[config.mk]
export PLATFORM = sky130hd
export DESIGN_NAME = exibidor_sequencia
export DESIGN_NICKNAME = d
export VERILOG_FILES = /design/src/rtl/pj_defs.sv /design/src/rtl/temporizador.sv /design/src/rtl/exibidor_sequencia.sv
export SDC_FILE = /design/constraint.sdc
export NUM_CORES = 1
export LEC_CHECK = 0
export BUFFER_PORTS_ARGS = -buffer_cell sky130_fd_sc_hd__buf_2
export CAP_MARGIN = 30
export CELL_PAD_IN_SITES_DETAIL_PLACEMENT = 1
export CELL_PAD_IN_SITES_GLOBAL_PLACEMENT = 2
export CORE_AREA = 2 2 74 76
export CTS_CLUSTER_SIZE = 24
export DETAILED_ROUTE_END_ITERATION = 12
export DIE_AREA = 0 0 76 78
export GPL_ROUTABILITY_DRIVEN = 0
export PLACE_DENSITY_LB_ADDON = 0.05
export SLEW_MARGIN = 5
export SYNTH_ARGS = -nofsm -noshare
export SYNTH_HDL_FRONTEND = slang
export SYNTH_SLANG_ARGS = --single-unit
[constraint.sdc]
create_clock -name clock -period 2.45 [get_ports clock]
set_input_delay 0.49 -clock clock [delete_from_list [all_inputs] [get_ports clock]]
set_output_delay 0.49 -clock clock [all_outputs]
set_load 0.01 [all_outputs]
[src/rtl/pj_defs.sv]
// Shared project definitions: sequencer state codes, dwell defaults and timer width.
package pj_defs;

    typedef enum logic [2:0] {
        INICIAL = 3'd0,
        CARREGA = 3'd1,
        MOSTRA  = 3'd2,
        APAGA   = 3'd3,
        FIM     = 3'd4
    } estado_t;

    localparam int unsigned T_ON_PADRAO  = 1000;
    localparam int unsigned T_OFF_PADRAO = 500;
    localparam int          TMR_W        = 16;

endpackage

[src/rtl/temporizador.sv]
// 16-bit dwell timer: counts enabled cycles from zero, fim flags the last cycle of a tc-cycle dwell.
module temporizador
    import pj_defs::*;
(
    input  logic             clock,
    input  logic             reset,
    input  logic             clear,
    input  logic             enable,
    input  logic [TMR_W-1:0] tc,
    output logic             fim
);

    logic [TMR_W-1:0] contagem;

    always_ff @(posedge clock or negedge reset) begin
        if (!reset) begin
            contagem <= '0;
        end else if (clear) begin
            contagem <= '0;
        end else if (enable) begin
            contagem <= contagem + 1'b1;
        end
    end

    // tc is at least 1, so the count peaks at 65534 and never wraps
    assign fim = enable && (contagem == tc - 1'b1);

endmodule

[src/rtl/exibidor_sequencia.sv]
// Steps through ROM addresses 0..limite, showing each value for T_ON cycles then blanking for T_OFF.
//
// state   | meaning
// INICIAL | idle, waiting for iniciar
// CARREGA | one cycle, ROM data for the current address is latched
// MOSTRA  | latched value on leds for T_ON cycles
// APAGA   | leds blanked for T_OFF cycles, then next address or FIM
// FIM     | one-cycle pronto pulse
module exibidor_sequencia
    import pj_defs::*;
#(
    parameter int unsigned T_ON  = T_ON_PADRAO,
    parameter int unsigned T_OFF = T_OFF_PADRAO
) (
    input  logic       clock,
    input  logic       reset,
    input  logic       iniciar,
    input  logic [3:0] limite,
    output logic [3:0] mem_endereco,
    input  logic [3:0] mem_dado,
    output logic [3:0] leds,
    output logic       exibindo,
    output logic       pronto,
    output logic [2:0] db_estado
);

    localparam logic [TMR_W-1:0] TC_ON  = TMR_W'(T_ON);
    localparam logic [TMR_W-1:0] TC_OFF = TMR_W'(T_OFF);

    estado_t          estado;
    logic [3:0]       endereco;
    logic [3:0]       limite_q;
    logic [3:0]       valor;
    logic             tmr_fim;
    logic             tmr_enable;
    logic             tmr_clear;
    logic [TMR_W-1:0] tmr_tc;
    logic             avanca;

    assign tmr_enable = (estado == MOSTRA) || (estado == APAGA);
    assign tmr_clear  = !tmr_enable || tmr_fim;
    assign tmr_tc     = (estado == MOSTRA) ? TC_ON : TC_OFF;

    temporizador u_temporizador (
        .clock  (clock),
        .reset  (reset),
        .clear  (tmr_clear),
        .enable (tmr_enable),
        .tc     (tmr_tc),
        .fim    (tmr_fim)
    );

    // The synchronous ROM needs the next address one edge before CARREGA closes,
    // so the increment is presented during the last APAGA cycle.
    assign avanca       = (estado == APAGA) && tmr_fim && (endereco != limite_q);
    assign mem_endereco = avanca ? endereco + 4'd1 : endereco;
    assign db_estado    = estado;

    always_ff @(posedge clock or negedge reset) begin
        if (!reset) begin
            estado   <= INICIAL;
            endereco <= '0;
            limite_q <= '0;
            valor    <= '0;
            leds     <= '0;
            exibindo <= 1'b0;
            pronto   <= 1'b0;
        end else begin
            case (estado)
                INICIAL: begin
                    leds     <= '0;
                    pronto   <= 1'b0;
                    endereco <= '0;
                    if (iniciar) begin
                        limite_q <= limite;
                        exibindo <= 1'b1;
                        estado   <= CARREGA;
                    end else begin
                        exibindo <= 1'b0;
                    end
                end
                CARREGA: begin
                    valor  <= mem_dado;
                    leds   <= mem_dado;
                    estado <= MOSTRA;
                end
                MOSTRA: begin
                    if (tmr_fim) begin
                        leds   <= '0;
                        estado <= APAGA;
                    end else begin
                        leds <= valor;
                    end
                end
                APAGA: begin
                    leds <= '0;
                    if (tmr_fim) begin
                        if (endereco == limite_q) begin
                            pronto <= 1'b1;
                            estado <= FIM;
                        end else begin
                            endereco <= mem_endereco;
                            estado   <= CARREGA;
                        end
                    end
                end
                FIM: begin
                    leds     <= '0;
                    pronto   <= 1'b0;
                    exibindo <= 1'b0;
                    endereco <= '0;
                    estado   <= INICIAL;
                end
                default: begin
                    leds     <= '0;
                    pronto   <= 1'b0;
                    exibindo <= 1'b0;
                    endereco <= '0;
                    estado   <= INICIAL;
                end
            endcase
        end
    end

endmodule

Word level (Yosys, flattened, before mapping)
Cells that the tools add are included.
{ "totals": {"output_inout_bits": 13, "ff_bits": 37, "input_bits": 11, "elab_cells": 56} }
{ "op_classes": {"muxes": 19, "addsub": 3, "eq_ne": 11, "reduce_logical": 14, "bitwise": 1} }
{ "op_table": {"columns": ["op", "n"], "rows": [
  ["2-to-1 mux 16 bit", 2],
  ["adder 16 x 1 -> 16 bit, second input constant", 1],
  ["== test 16 bit", 1],
  ["2-to-1 mux 4 bit", 4],
  ["one-hot mux 4 bit (2 select lines)", 2],
  ["2-to-1 mux 3 bit", 4],
  ["one-hot mux 3 bit (4 select lines)", 1],
  ["subtractor 10 x 1 -> 11 bit, second input constant", 1],
  ["2-to-1 mux 10 bit", 1],
  ["AND reduction 3 bit", 3],
  ["inequality test 2 bit, second input constant", 4],
  ["== test 3 x 2 -> 1 bit, second input constant", 2],
  ["adder 4 x 1 -> 4 bit, second input constant", 1],
  ["== test 4 bit", 1],
  ["inequality test 4 bit", 1],
  ["one-hot mux 1 bit (2 select lines)", 2],
  ["== test 3 x 1 -> 1 bit, second input constant", 1],
  ["logical AND 1 bit", 3],
  ["logical NOT 3 bit", 1],
  ["2-to-1 mux 1 bit", 3],
  ["OR reduction 3 bit", 1],
  ["logical OR 1 bit", 2],
  ["inequality test 2 x 1 -> 1 bit, second input constant", 1],
  ["AND reduction 2 bit", 1],
  ["4 further kinds", 4]
]} }

Longest topological paths before layout
{ "depth": {"depth_word": 11, "depth_mapped": 6} }

By module
From an unflattened synthesis, not the netlist that was laid out.
{ "hier_totals": {"cells_unflattened": 258, "area_unflattened_um2": 2418.6} }
{ "by_module_without_submodules": {"columns": ["module", "instances", "area_each_um2", "seq_area_each_um2", "cells_each"], "rows": [
  ["temporizador", 1, 1347.5, 400.4, 162],
  ["exibidor_sequencia", 1, 1071.0, 525.5, 96]
]} }

Least setup slack after synthesis
OpenSTA, ideal clock, no wires.
{ "synth_timing": {"path_kind": "reg-to-output", "start": "register u_temporizador.contagem[0]", "end": "output mem_endereco[1]", "stages_incl_launch_ff": 7, "t_required_ps": 1960, "path_buffers": 0, "arrival_time_ps": 1863, "path_slack_ps": 97, "cell_sequence": "dfrtp_1 ha_1 nor4b_1 nand3_1 or2_4 nor3_4 mux2_1"} }
{ "synth_via": {"elab_chain_len": 5} }
{ "synth_rtl": {"columns": ["element", "line", "text"], "rows": [
  ["start, declared", "temporizador.sv:13", "logic [TMR_W-1:0] contagem;"],
  ["start signal, assigned", "temporizador.sv:21", "contagem <= contagem + 1'b1;"],
  ["== test 16 bit", "temporizador.sv:26", "assign fim = enable && (contagem == tc - 1'b1);"],
  ["logical AND 1 bit", "temporizador.sv:26", null],
  ["logical AND 1 bit (2 in series)", "exibidor_sequencia.sv:55", "assign avanca = (estado == APAGA) && tmr_fim && (endereco != limite_q);"],
  ["2-to-1 mux 4 bit", "exibidor_sequencia.sv:56", "assign mem_endereco = avanca ? endereco + 4'd1 : endereco;"],
  ["end, declared", "exibidor_sequencia.sv:19", "output logic [3:0] mem_endereco,"]
]} }
Every way passes these cells.

Worst setup path after layout
{ "layout_timing": {"start": "register u_temporizador.contagem[0]", "end": "output mem_endereco[0]"} }
The elaborated chain is that of the path after synthesis.

==> results.py <==
metrics = {
    "power": {
        "vdd_drop_max_uv": 242.5,
        "power_density_nw_per_um2": 477.4,
        "leakage_nw": 1.099,
        "fin_total_pwr_mw": 1.128,
    },
    "placed_design": {
        "port_buffers": 23,
        "pre_cts_ws_ps": 28.38,
        "hpwlAfterDp_um": 3322,
    },
    "timing": {
        "whs_ps": 290.8,
        "finalClockSkew_ps": 8.988,
        "period_share": 1.036,
        "tightest_slew_ps": 840.7,
        "maxSlewHeadroom": 0.4395,
        "rsz0062_at_grt": "yes",
        "period_needed_ps": 2539,
        "fmax_mhz": 393.8,
        "hold_viol": 0,
        "final.setup.tns_ps": -255.6,
        "finalSetupViolCount": 3,
        "layout_setup_ws_ps": -89.29,
        "slew_violations": 0,
    },
    "logic_synthesis": {
        "synthArstFlopShare": 1.000,
        "synth_cells": 175,
        "synth_ff_type": "dfrtp_1",
        "synthesis.nets": 188,
        "syn_area_per_cell_um2": 10.61,
        "ys_ff_latch": 37,
        "mappedNetlistArea_um2": 1857,
        "synth_seq_area_share": 0.4987,
        "ys_warn_count": 0,
        "synth_edf_count": 0,
        "synth.distinct_cells": 41,
    },
    "global_routing": {
        "antenna_found_initial": 0,
        "first_global_vias": 1604,
        "grt_pass1_wl_um": 7424,
        "grt.total_usage": 0.1630,
        "overflow": 0,
        "grt_max_degree": 38,
    },
    "floorplanning": {
        "die_area_um2": 5928,
        "coreArea_um2": 5042,
        "rows": 26,
        "die_w_um": 76,
        "ioPinCount": 24,
        "start_util": 0.3682,
        "die_y_um": 78,
    },
    "clock_network": {
        "clock_sinks": 37,
        "cts.hold.buffers_added": 0,
        "cts_tree": "built",
        "cts.reportedPaths.clkPinSlew_ps": 80,
        "cts_max_path_buffers": 2,
        "cts-root-buf": "clkbuf_8",
        "insertion_delay_ps": 300,
        "htree_levels": 2,
        "cts_buffers": 5,
    },
    "layout": {
        "areaGrowthSynthToFinish_pct": 27.22,
        "nFillCells": 562,
        "drive_gt1_frac": 0.3393,
        "seqCellArea_um2": 925.9,
        "post-route-util": 0.4685,
        "multiInputGateArea_um2": 943.4,
        "nets": 236,
        "antenna_cells": 0,
    },
    "critical_path": {
        "path_class": "reg -> out",
        "required_ps": 1960,
        "cp-end-kind": "output pin",
        "startpoint_type": "flip-flop",
        "cp_max_fo": 2,
        "arrival_ps": 2050,
    },
    "min_path": {
        "hold_class": "in -> async",
    },
    "job": {
        "drv_cap": 0,
    },
    "drt": {
        "firstDrtPassIters": 4,
        "vias_per_cell": 5.112,
        "wl_per_cell_um": 15.37,
        "dr_total_vias": 1503,
        "drtAntennaViolNets": 0,
        "drt_iter0_markers": 38,
        "drt-total-wl_um": 4519,
        "drc": 0,
    },
    "run_status": {
        "failed_checks": "negative setup slack",
        "status": "finished, violations left",
    },
}
worst max-delay path: stages, from the launching register on:
cell	delay, ps
dfrtp_1	360
ha_2	180
nor4b_4	220
nand3_2	110
or2_4	280
nor3_4	150
buf_4	150
xor2_1	150
buf_2	150
state kept, by name, indices dropped and copies added, names as in the netlist:
register,count
u_temporizador.contagem,16
endereco,4
valor,4
db_estado,3
exibindo,1
pronto,1
limite_q,4
leds,4
final timing paths:
kind	from	to	slack, ps	depth (start not counted)
max	u_temporizador.contagem[0]	mem_endereco[0]	-90	8
min	reset	u_temporizador.contagem[4]	290	1
max reg2reg	u_temporizador.contagem[0]	endereco[3]	460	9
min reg2reg	valor[0]	leds[0]	510	1
max in group asynchronous	reset	limite_q[2]	1620	1
min in group clock	limite[0]	limite_q[0]	430	2
final cells by class:
class | count | share of cell area
inverter | 2 | 0.003178
sequential | 37 | 0.3919
tap | 70 | 0.03708
timing repair buffer | 47 | 0.1276
clock buffer | 6 | 0.03496
clock inverter | 2 | 0.005826
multi-input combinational | 130 | 0.3994
repair_timing:
action | 4_1_cts | 5_1_grt
pin swaps | 4 | 2
buffers inserted | 3 | 1
setup endpoints to repair | 4 | 4
gates resized for setup | 11 | 1
per-layer routing:
metal  global-route usage  part of all wire  vias up
met2               0.3107              0.54       19
li1                     -                 -      714
met3              0.04419             0.028        8
met5                    0                 0        -
met1               0.1723              0.42      762
met4              0.05818             0.017        0
placed cells by master, fill, tap and decap left out, drive strengths merged:
cell    netlist  routed
xor2          8       8
buf           5      47
nor3          4       4
nor2         22      22
a32o          1       1
nor2b         2       2
or3           2       2
o31a          1       1
inv           2       2
and3          6       6
clkbuf        1       6
nor3b         3       3
a21oi         5       5
nor4          3       3
dfrtp        37      37
nor4b         2       2
o21ai         8       8
or2           1       1
clkinv        0       2
ha            2       2
a221o         1       1
and4          3       3
nand4         3       3
mux2          9       9
a22oi         1       1
nand2        13      13
nand3         8       8
xnor2        12      12
a31oi         1       1
a22o          4       4
o21bai        1       1
mux2i         1       1
o31ai         1       1
a21o          1       1
and3b         1       1
where the power goes:
group          internal [mW]  switching (mW)  total (mW)
clock network          0.228           0.227       0.455
registers              0.620         0.00477       0.625
logic                 0.0206          0.0275      0.0481
total                  0.869           0.259        1.13
per-stage QoR:
stage | instance area (um2) | cells
floorplan | 1857 | 175
global placement | 2175 | 282
detailed placement | 2175 | 282
CTS | 2350 | 293
global route | 2362 | 294
finish | 2362 | 294
synth_stat cells (all sizes together), types with 3 or more instances:
cell type | instances | area share
a21oi | 5 | 0.013
a22o | 4 | 0.019
and3 | 6 | 0.020
and4 | 3 | 0.014
buf | 5 | 0.017
dfrtp | 37 | 0.50
mux2 | 9 | 0.055
nand2 | 13 | 0.026
nand3 | 8 | 0.022
nand4 | 3 | 0.010
nor2 | 22 | 0.044
nor3 | 4 | 0.020
nor3b | 3 | 0.021
nor4 | 3 | 0.010
o21ai | 8 | 0.022
xnor2 | 12 | 0.057
xor2 | 8 | 0.038
kinds of logic (layout without fill, tap and decap cells):
logic type | Yosys count | in the layout | synth area share
multiplexers | 10 | 10 | 0.06199
adder cells (fa/ha/maj) | 2 | 2 | 0.01347
flip-flops | 37 | 37 | 0.4987
buffers and inverters | 8 | 57 | 0.02291
AO/OA/AOI/OAI | 25 | 25 | 0.08895
AND/OR/NAND/NOR | 73 | 73 | 0.2197
XOR/XNOR | 20 | 20 | 0.09434
No activity file was read; power rests on OpenSTA's default activity.
